<file path="config.mk">
export PLATFORM = sky130hd
export DESIGN_NAME = rotate_monitor
export DESIGN_NICKNAME = d
export VERILOG_FILES = /design/src/rtl/rotate_pkg.sv /design/src/rtl/rotate_monitor_filter.sv /design/src/rtl/rotate_monitor.sv
export SDC_FILE = /design/constraint.sdc
export NUM_CORES = 1
export LEC_CHECK = 0
export BUFFER_PORTS_ARGS = -buffer_cell sky130_fd_sc_hd__buf_2
export CAP_MARGIN = 10
export CORE_MARGIN = 1.5
export CORE_UTILIZATION = 45
export CTS_BUF_LIST = sky130_fd_sc_hd__clkbuf_8
export CTS_CLUSTER_DIAMETER = 120
export DETAILED_ROUTE_END_ITERATION = 8
export GPL_TIMING_DRIVEN = 0
export PLACE_DENSITY = 0.66
export SLEW_MARGIN = 10
export SYNTH_ARGS = -nofsm -noshare
export SYNTH_HDL_FRONTEND = slang
export SYNTH_SLANG_ARGS = --single-unit
</file>
<file path="constraint.sdc">
create_clock -name clk -period 4.6 [get_ports clk]
set_input_delay 0 -clock clk [delete_from_list [all_inputs] [get_ports clk]]
set_output_delay 0 -clock clk [all_outputs]
set_load 0.03 [all_outputs]
</file>
<file path="src/rtl/rotate_pkg.sv">
// Shared constants, types and frame decoder for the rotating-square monitor.
// Latency: none (combinational helper). Backpressure: none.
// Positions 0-3 use the upper square on digits 3..0; 4-7 the lower square on digits 0..3.
package rotate_pkg;

   localparam int POS_W = 3;

   localparam logic [7:0] SSEG_UPPER = 8'h9C;
   localparam logic [7:0] SSEG_LOWER = 8'hA3;

   localparam logic [3:0] AN_DIG3  = 4'b0111;
   localparam logic [3:0] AN_DIG2  = 4'b1011;
   localparam logic [3:0] AN_DIG1  = 4'b1101;
   localparam logic [3:0] AN_DIG0  = 4'b1110;
   localparam logic [3:0] AN_BLANK = 4'hF;

   typedef enum logic {ACQUIRE, TRACK} state_t;

   typedef enum logic [1:0] {VALID, BLANK, BAD} frame_class_t;

   typedef struct packed {
      logic [7:0] pattern;
      logic [3:0] an;
   } frame_t;

   typedef struct packed {
      frame_class_t       cls;
      logic [POS_W-1:0]   pos;
   } decode_t;

   function automatic decode_t decode_frame(input frame_t f);
      decode_t d;
      logic    upper;
      d.cls = BAD;
      d.pos = '0;
      upper = (f.pattern == SSEG_UPPER);
      if (f.an == AN_BLANK) begin
         d.cls = BLANK;
      end else if (upper || (f.pattern == SSEG_LOWER)) begin
         case (f.an)
            AN_DIG3: begin d.cls = VALID; d.pos = upper ? 3'd0 : 3'd7; end
            AN_DIG2: begin d.cls = VALID; d.pos = upper ? 3'd1 : 3'd6; end
            AN_DIG1: begin d.cls = VALID; d.pos = upper ? 3'd2 : 3'd5; end
            AN_DIG0: begin d.cls = VALID; d.pos = upper ? 3'd3 : 3'd4; end
            default: d.cls = BAD;
         endcase
      end
      return d;
   endfunction

endpackage

</file>
<file path="src/rtl/rotate_monitor_filter.sv">
// Input register plus stability counter; emits a one-shot accept per stable run.
// Latency: accept is high STABLE_CYCLES-1 cycles after the first edge sampling a new value.
// Backpressure: none; samples every cycle.
module sseg_frame_filter
   import rotate_pkg::*;
#(
   parameter int STABLE_CYCLES = 2
) (
   input  logic   clk,
   input  logic   reset,
   input  frame_t frame_in,
   output frame_t frame,
   output logic   accept
);

   localparam int CW = $clog2(STABLE_CYCLES + 2);

   logic [CW-1:0] cnt;

   // cnt saturates one past the threshold so a run is accepted exactly once
   always_ff @(posedge clk or posedge reset) begin
      if (reset) begin
         frame <= '0;
         cnt   <= '0;
      end else begin
         frame <= frame_in;
         if ((frame_in != frame) || (cnt == '0)) begin
            cnt <= CW'(1);
         end else if (cnt <= CW'(STABLE_CYCLES)) begin
            cnt <= cnt + CW'(1);
         end
      end
   end

   assign accept = (cnt == CW'(STABLE_CYCLES));

endmodule

</file>
<file path="src/rtl/rotate_monitor.sv">
// Observer for the rotating-square display: recovers position, classifies moves, counts steps.
// Latency: outputs update STABLE_CYCLES edges after the first edge sampling a new frame.
// Backpressure: none; pure observer, drives nothing back.
module rotate_monitor
   import rotate_pkg::*;
#(
   parameter int STABLE_CYCLES = 2,
   parameter int STALL_CYCLES  = 1024,
   parameter int COUNT_WIDTH   = 16
) (
   input  logic                   clk,
   input  logic                   reset,
   input  logic [7:0]             sseg_pattern,
   input  logic [3:0]             an,
   output logic [POS_W-1:0]       position,
   output logic                   locked,
   output logic                   step,
   output logic                   clockwise,
   output logic                   jump,
   output logic                   bad_frame,
   output logic [COUNT_WIDTH-1:0] step_count,
   output logic                   stalled
);

   localparam int SW = $clog2(STALL_CYCLES + 1);

   frame_t            in_frame;
   frame_t            stable_frame;
   logic              accept;
   decode_t           dec;
   logic [POS_W-1:0]  delta;

   state_t            state_q, state_d;
   logic [POS_W-1:0]  pos_d;
   logic              cw_d, step_d, jump_d, bad_d, stalled_d;
   logic [COUNT_WIDTH-1:0] count_d;
   logic [SW-1:0]     stall_cnt, stall_cnt_d;

   assign in_frame = {sseg_pattern, an};

   sseg_frame_filter #(
      .STABLE_CYCLES (STABLE_CYCLES)
   ) u_filter (
      .clk      (clk),
      .reset    (reset),
      .frame_in (in_frame),
      .frame    (stable_frame),
      .accept   (accept)
   );

   assign dec   = decode_frame(stable_frame);
   assign delta = dec.pos - position;

   always_comb begin
      state_d     = state_q;
      pos_d       = position;
      cw_d        = clockwise;
      step_d      = 1'b0;
      jump_d      = 1'b0;
      bad_d       = 1'b0;
      count_d     = step_count;
      stall_cnt_d = stall_cnt;
      stalled_d   = stalled;

      if (accept) begin
         if (dec.cls == BAD) begin
            bad_d = 1'b1;
         end else if (dec.cls == VALID) begin
            if (state_q == ACQUIRE) begin
               state_d = TRACK;
               pos_d   = dec.pos;
            end else if (delta == 3'd1) begin
               step_d = 1'b1;
               cw_d   = 1'b1;
               pos_d  = dec.pos;
            end else if (delta == 3'd7) begin
               step_d = 1'b1;
               cw_d   = 1'b0;
               pos_d  = dec.pos;
            end else if (delta != 3'd0) begin
               jump_d = 1'b1;
               pos_d  = dec.pos;
            end
         end
      end

      if (step_d && (step_count != '1)) begin
         count_d = step_count + COUNT_WIDTH'(1);
      end

      // a step in the threshold cycle wins over the stall indication
      if (state_q == TRACK) begin
         if (step_d) begin
            stall_cnt_d = '0;
            stalled_d   = 1'b0;
         end else if (stall_cnt != SW'(STALL_CYCLES)) begin
            stall_cnt_d = stall_cnt + SW'(1);
            if (stall_cnt_d == SW'(STALL_CYCLES)) begin
               stalled_d = 1'b1;
            end
         end
      end
   end

   always_ff @(posedge clk or posedge reset) begin
      if (reset) begin
         state_q    <= ACQUIRE;
         position   <= '0;
         clockwise  <= 1'b0;
         step       <= 1'b0;
         jump       <= 1'b0;
         bad_frame  <= 1'b0;
         step_count <= '0;
         stall_cnt  <= '0;
         stalled    <= 1'b0;
      end else begin
         state_q    <= state_d;
         position   <= pos_d;
         clockwise  <= cw_d;
         step       <= step_d;
         jump       <= jump_d;
         bad_frame  <= bad_d;
         step_count <= count_d;
         stall_cnt  <= stall_cnt_d;
         stalled    <= stalled_d;
      end
   end

   assign locked = (state_q == TRACK);

endmodule
</file>
==> results.md, run 1 <==
- Num Clock Sinks: 50
- H-tree depth: 2
- Initial antenna violation count: 0
- Setup repair after global routing missed its margin: no
- Crit. End Element: flop
- Top Ports: 39
- Reg-to-reg slack, setup: roughly 580 ps
- Element type at the critical path start: flop
- Antenna diode count: 0
- Static leakage: ~1.5 nW
- Highest attainable clock frequency: approximately 250 MHz
- Number of instances in the synthesized netlist: ~260
- Result of the run: finished clean
- Overflow after GRT: 0
- Worst r2r dst: step_count[6]
- Cell with the most instances on the worst path: sky130_fd_sc_hd__xnor2_1
- Initial DRC Count: between 70 and 80
- MaxCap Viol Count: 0
- Final Slew Violations: 0
- Top metal layer carrying routed signals: met4
- Proportion of synthesized flip-flops having asynchronous set or reset: 100%
- DIE AREA: 6340 um2
- Actual slew at the worst max-slew pin: between 600 and 700 ps
- Buffer type at the clock tree root: sky130_fd_sc_hd__clkbuf_8
- Area share of the leading cell type in the synthesized netlist: a little under half
- Min cycle time layout: 4020 ps
- Final Instance Count excl. Fillers: 391
- Total global-route track usage: about 18%
- Final hold violation count: 0
- Worst-path cell with the longest stage delay: sky130_fd_sc_hd__nor4_1
- Clock tree from TritonCTS: yes
- R2R Path Start: u_filter.frame[10]
- Crit path max-delay family: simple AND/OR/NAND/NOR gates
- Number of placed cells counting well taps: 370
- Synth unique cells: 43
- Share of the core filled with cells in the final layout: between 50% and 60%
- Final #Nets: 340
- Initial core utilization: around 47%
- Slowest stage delay, CP: roughly 580 ps
- Crit-path max FO: 10
- Final weighted congestion in routability-driven placement: ~0.84
- Clock tree skew after final layout: 9.76 ps
- Number of remaining DRC errors: 0
- Final count of negative-setup-slack endpoints: 0
- Sequential cell area fraction in the yosys report: a little under half
- Worst IR drop on VDD: 0.176 mV
- Fraction of final layout cells with drive strength greater than 1: between 10% and 20%
- Average cell area after synthesis: slightly above 10 um2
- Number of enable flip-flop cells after synthesis: 0
- Post-detailed-route via-to-cell ratio: approximately 5.1
- Final worst path period share: 87.3%
- Clock latency on the worst-skew pair: just over 300 ps
- First-pass iteration count of the detailed router: 4
- Top area cells in the synthesized netlist: sky130_fd_sc_hd__dfrtp_1, sky130_fd_sc_hd__xnor2_1, sky130_fd_sc_hd__xor2_1, sky130_fd_sc_hd__nand3_1, sky130_fd_sc_hd__nor2_1
- Routed wire length on met3: approximately 190 um
- Cells along the critical path: nand2b_1 > nor4_1 > nand3_1 > nor3b_1 > a311oi_1 > ha_1 > fa_1 > xnor2_1 > xnor2_1 > and3_1 > nor3b_4 > buf_4 > nand3_1 > xnor2_1
- Post-synthesis net count: around 280
- Area growth from synthesis to layout: 20.3%
- Number of global-route vias before repair: 1999
- Count of input and output buffers: 38
- Number of buffers inserted during clock tree synthesis: 5
- CTS clk-pin slew, worst paths: roughly 90 ps
- Largest area contributor in the netlist: sky130_fd_sc_hd__dfrtp_1
- Via count: around 2.0k
- Floorplan row count: 27
- Register bit total from synthesis: 50
- Final total power: roughly 800 uW
- Total routed wirelength: roughly 5000 um
- Die extent in y: 79.6 um
- Data required time at the worst endpoint: 4790 ps
- Worst Path Arrival: ~4200 ps
- Most used flip-flop cell after synthesis: sky130_fd_sc_hd__dfrtp_1
- First-pass GRT wire length: around 9000 um
- Routed len/inst: between 10 and 15 um
- Met2 layer wire length in the routed design: around 2300 um
- Critical path type: reg2reg
- Remaining antenna violation count: 0
- Warnings from Yosys: 0
- Accumulated negative setup slack: 0 ps
- Worst slew margin relative to its limit: between 50% and 60%
- Number of cells on the worst reg-to-reg path: 14
- Netlist area before placement: approximately 2600 um2
- HPWL after detailed placement: 3610 um
- Buffer and inverter count on the worst path: 1
- Number of buffers on the longest clock path: 2
- CORE AREA: about 5600 um2
- Pin count of the biggest net entering global routing: 33
- Wire length on met1: roughly 2500 um
- Power density relative to cell area: approximately 250 nW/um2
- Floorplan die width: between 70 and 80 um
- Worst min-delay path class: in2async
==> area by class of cell <==
type | count | area [um2]
sequential | 50 | 1250
timing repair buffer | 52 | 340
tap | 72 | 90.1
inverter | 9 | 33.8
clock inverter | 3 | 37.5
fill | 512 | 2400
buffer | 8 | 35.0
clock buffer | 5 | 68.8
multi-input combinational | 192 | 1320
==> stage by stage <==
step | setup WS [ps] | instance area [um2] | hold slack (ps)
final | 584 | 3180 | 228
after detailed placement | 548 | 2940 | 22.9
after global placement | 592 | 2920 | 133
after CTS | 534 | 3180 | 235
after floorplan | 1080 | 2640 | 31.4
after global routing | 188 | 3180 | 269
==> flip-flops by register name (all words and copies together), names as in the netlist <==
register	cells
bad_frame	1
clockwise	1
jump	1
locked	1
position	3
stall_cnt	11
stalled	1
step	1
step_count	16
u_filter.cnt	2
u_filter.frame	12
==> layer usage <==
metal,global-route usage [%],up-vias
li1,-,1021
met1,23.4,935
met2,28.7,38
met3,4.00,6
met4,7.72,0
met5,0,-
==> worst max-delay path by stage <==
stage,start,endpoint,depth (start not counted)
floorplan,u_filter.frame[6],step_count[1],13
global placement,u_filter.frame[10],step_count[1],13
detailed placement,u_filter.frame[10],step_count[1],13
CTS,u_filter.frame[10],step_count[1],13
global route,u_filter.frame[10],step_count[8],14
finish,u_filter.frame[10],step_count[6],14
==> cells in the mapped netlist, types with 3 or more instances <==
library cell               count
sky130_fd_sc_hd__nand2_1      15
sky130_fd_sc_hd__nand2b_1      4
sky130_fd_sc_hd__nor4_1        3
sky130_fd_sc_hd__xnor2_1      27
sky130_fd_sc_hd__a21oi_1       6
sky130_fd_sc_hd__nand3_1      24
sky130_fd_sc_hd__nor3_1        3
sky130_fd_sc_hd__and3_1        7
sky130_fd_sc_hd__xor2_1       15
sky130_fd_sc_hd__inv_1         9
sky130_fd_sc_hd__mux2i_1       3
sky130_fd_sc_hd__o21ai_0       5
sky130_fd_sc_hd__ha_1          7
sky130_fd_sc_hd__dfrtp_1      50
sky130_fd_sc_hd__clkbuf_1      6
sky130_fd_sc_hd__nor2_1       29
sky130_fd_sc_hd__and4_1        5
sky130_fd_sc_hd__nand4_1       9
==> cell usage in the layout (no fill, tap or decap), types with 2 or more instances in the layout <==
master	Yosys	final
sky130_fd_sc_hd__and4b_1	2	2
sky130_fd_sc_hd__o21a_1	2	2
sky130_fd_sc_hd__nand3b_1	2	2
sky130_fd_sc_hd__a21o_1	2	2
sky130_fd_sc_hd__dlygate4sd3_1	0	13
sky130_fd_sc_hd__mux2_1	2	2
sky130_fd_sc_hd__inv_1	9	10
sky130_fd_sc_hd__a21oi_1	6	6
sky130_fd_sc_hd__dfrtp_1	50	50
sky130_fd_sc_hd__nand3_1	24	24
sky130_fd_sc_hd__nor3b_1	2	2
sky130_fd_sc_hd__and3_1	7	7
sky130_fd_sc_hd__xor2_1	15	15
sky130_fd_sc_hd__xnor2_1	27	27
sky130_fd_sc_hd__ha_1	7	7
sky130_fd_sc_hd__nor4_1	3	3
sky130_fd_sc_hd__nand2_1	15	15
sky130_fd_sc_hd__mux2i_1	3	3
sky130_fd_sc_hd__nand4_1	9	9
sky130_fd_sc_hd__clkbuf_8	0	5
sky130_fd_sc_hd__clkbuf_1	6	6
sky130_fd_sc_hd__nand2b_1	4	4
sky130_fd_sc_hd__buf_2	1	39
sky130_fd_sc_hd__o21ai_0	5	5
sky130_fd_sc_hd__nor2_1	29	29
sky130_fd_sc_hd__or4_1	2	2
sky130_fd_sc_hd__and4_1	5	5
sky130_fd_sc_hd__nor3_1	3	3
==> worst register-to-register path: cells and delay by family (launching register included) <==
| family | cells | cell delay (ps) |
|---|---|---|
| XOR/XNOR | 3 | 640 |
| AND/OR/NAND/NOR | 7 | 1900 |
| buffers and inverters | 1 | 230 |
| AO/OA/AOI/OAI | 1 | 120 |
| flip-flops | 1 | 390 |
| adder cells (fa/ha/maj) | 2 | 610 |
==> kinds of logic (layout without fill, tap and decap cells) <==
| family | Yosys count | count (layout) | share of synthesized area [%] |
|---|---|---|---|
| and+or+nand+nor | 114 | 114 | 24.0 |
| buffers and inverters | 17 | 77 | 2.61 |
| xor gates and xnor gates | 42 | 42 | 13.9 |
| muxes | 6 | 6 | 2.42 |
| DFF | 50 | 50 | 47.4 |
| AOI/OAI and AO/OA | 22 | 22 | 5.59 |
| adders and majority gates | 8 | 8 | 4.08 |
==> where the power goes <==
| part | leakage [nW] | internal, mW | switching (mW) | total, mW |
|---|---|---|---|---|
| sequential | 0.666 | 0.444 | 0.00375 | 0.448 |
| combinational | 0.740 | 0.0230 | 0.0244 | 0.0474 |
| clock | 0.0607 | 0.158 | 0.140 | 0.298 |
| total | 1.47 | 0.626 | 0.168 | 0.794 |
==> timing repair <==
| item | CTS | global route |
|---|---|---|
| gates resized for setup | 0 | 0 |
| endpoints found under the hold margin | 30 | 0 |
| hold buffers | 13 | 0 |
| buffers inserted | 0 | 0 |
Note: power is estimated with default switching activity, not from simulation.
==> run 2, diff against run 1 <==
Settings changed: CORE_UTILIZATION 45 to 40, PLACE_DENSITY 0.66 to not set, PLACE_DENSITY_LB_ADDON set to 0.08.
==> run 2 against run 1 <==
Critical path depth stayed put; die area is 12% higher; global-route usage shrank 1.8 points; via count grew 1.6%.
==> results.md, run 2 (same netlist as run 1, synthesis figures left out) <==
- Worst-case hold slack: roughly 230 ps
- First-pass iteration count of the detailed router: 4
- Most crowded layer after global routing: met2
- HPWL after detailed placement: 3740 um
- Antenna diode count: 0
- Portion of total power attributed to the clock network: just under 40%
- Data required time at the worst endpoint: 4790 ps
- Die extent in y: 84.2 um
- Met1 global-route usage: between 20% and 30%
- Floorplan row count: 29
- Fraction of final layout cells with drive strength greater than 1: between 10% and 20%
- Grt met3 use: between 3 and 4%
- Total global-route track usage: about 16%
- Switch share: 22.4%
- Worst r2r dst: step_count[8]
- Number of cells on the worst reg-to-reg path: 14
- Final weighted congestion in routability-driven placement: ~0.77
- Most frequent cells in the layout: sky130_fd_sc_hd__dfrtp_1, sky130_fd_sc_hd__buf_2, sky130_fd_sc_hd__nor2_1, sky130_fd_sc_hd__xnor2_1, sky130_fd_sc_hd__nand3_1
- Overflow after GRT: 0
- Final count of negative-setup-slack endpoints: 0
- Floorplan die width: ~84 um
- Crit. End Element: flop
- H-tree depth: 2
- Largest register by flop count: step_count
- Final hold violation count: 0
- DIE AREA: 7100 um2
- Num Clock Sinks: 50
- Regs by FF count: step_count (16), u_filter.frame (12), stall_cnt (11)
- Buffer type at the clock tree root: sky130_fd_sc_hd__clkbuf_8
- Min cycle time layout: between 4000 and 5000 ps
- Critical path type: reg2reg
- Max reg flops: 16
- Worst Path Arrival: 4360 ps
- Sequential Power Share: 55.1%
- Highest attainable clock frequency: 240 MHz
- Reg-to-reg slack, setup: ~430 ps
- Top Ports: 39
- Number of gates given a new drive strength after cts: 0
- Number of remaining DRC errors: 0
- Final #Nets: 340
- Clock latency on the worst-skew pair: 310 ps
- Launching instance or port of the critical path: u_filter.frame[10]
- Final Slew Violations: 0
- Setup repair after global routing missed its margin: no
- Total routed wirelength: just over 5000 um
- Routed len/inst: roughly 13 um
- Clock tree skew after final layout: roughly 8.4 ps
- Internal Power: between 600 and 700 uW
- Combinational Power Share: approximately 5.9%
- Via count: 2032
- R2R Path Start: u_filter.frame[10]
- Worst slew margin relative to its limit: 45.9%
- MaxCap Viol Count: 0
- Initial antenna violation count: 0
- Area growth from synthesis to layout: 20.8%
- Actual slew at the worst max-slew pin: between 800 and 900 ps
- Crit-path max FO: 10
- CORE AREA: roughly 6300 um2
- Accumulated negative setup slack: 0 ps
- Worst min-delay path class: in2async
- Number of global-route vias before repair: between 1.5k and 2k
- Element type at the critical path start: flop
- Clock tree from TritonCTS: yes
- Pin count of the biggest net entering global routing: 33
- CTS clk-pin slew, worst paths: 100 ps
- Switching pwr: ~180 uW
- Power density relative to cell area: 255 nW/um2
- Result of the run: finished clean
- Number of buffers on the longest clock path: 2
- Remaining antenna violation count: 0
- Initial DRC Count: 110
- Static leakage: roughly 1.5 nW
- Most common library cell in the layout ignoring fill and taps: sky130_fd_sc_hd__dfrtp_1
- Count of input and output buffers: 38
- Number of buffers inserted during clock tree synthesis: 5
- Initial core utilization: roughly two fifths
- Final worst path period share: between 90 and 100%
- Global routing met2 resource utilization: 24.8%
- Post-detailed-route via-to-cell ratio: about 5.1
- First-pass GRT wire length: around 9300 um
- Worst IR drop on VDD: 0.140 mV
[run 2: power by group through the flow]
| stage | clock (mW) | combinational (mW) | sequential, mW |
|---|---|---|---|
| 3_5_place_dp | 0 | 0.0407 | 0.457 |
| 4_1_cts | 0.330 | 0.0492 | 0.448 |
| 2_1_floorplan | 0 | 0.0246 | 0.456 |
| 6_report | 0.316 | 0.0481 | 0.448 |
| 3_3_place_gp | 0 | 0.0381 | 0.457 |
| 5_1_grt | 0.350 | 0.0545 | 0.449 |
[run 2: area by class of cell]
cell class,instances,area (um2)
inverters,9,33.8
repair buffers,52,340
fillers,612,3160
plain buffers,8,35.0
clock buffers,5,68.8
flip-flops and latches,50,1250
clock inverters,3,43.8
well taps,77,96.3
multi-input cells,192,1320
[run 2: critical path: stages (launching register included)]
cell	delay, ps
sky130_fd_sc_hd__dfrtp_1	390
sky130_fd_sc_hd__nand2b_1	220
sky130_fd_sc_hd__nor4_1	700
sky130_fd_sc_hd__nand3_1	180
sky130_fd_sc_hd__nor3b_1	300
sky130_fd_sc_hd__a311oi_1	120
sky130_fd_sc_hd__ha_1	230
sky130_fd_sc_hd__fa_1	370
sky130_fd_sc_hd__xnor2_1	360
sky130_fd_sc_hd__xnor2_1	160
sky130_fd_sc_hd__and3_1	240
sky130_fd_sc_hd__nor3b_4	300
sky130_fd_sc_hd__buf_4	240
sky130_fd_sc_hd__nand3_1	110
sky130_fd_sc_hd__xnor2_1	150
[run 2: repair_timing]
item,CTS,global route
hold buffers,13,0
buffers inserted,0,0
endpoints found under the hold margin,30,0
[run 2: metrics by stage]
| stage | power (mW) | instances | utilization [%] | area (um2) | worst slack [ps] |
|---|---|---|---|---|---|
| 2_1_floorplan | 0.481 | 259 | - | 2640 | 1080 |
| 4_1_cts | 0.827 | 396 | 50.2 | 3190 | 426 |
| 3_5_place_dp | 0.498 | 375 | 46.4 | 2950 | 486 |
| 3_3_place_gp | 0.495 | 374 | 46.1 | 2930 | 510 |
| 6_report | 0.812 | 396 | 50.2 | 3190 | 428 |
| 5_1_grt | 0.853 | 396 | 50.2 | 3190 | 53.8 |
[run 2: routing by layer]
layer / routed length (um) / share of wire, % / vias to the layer above
li1: - / - / 1026
met1: 2580 / 50 / 970
met2: 2380 / 46 / 34
met3: 161 / 3.1 / 2
met4: 29 / 0.56 / 0
met5: 0 / 0 / -
[run 2: how the worst max path moves through the flow]
stage | end | slack [ps]
floorplan | step_count[1] | 1080
global placement | step_count[1] | 510
detailed placement | step_count[1] | 490
CTS | step_count[2] | 430
global route | step_count[6] | 50
finish | step_count[8] | 430
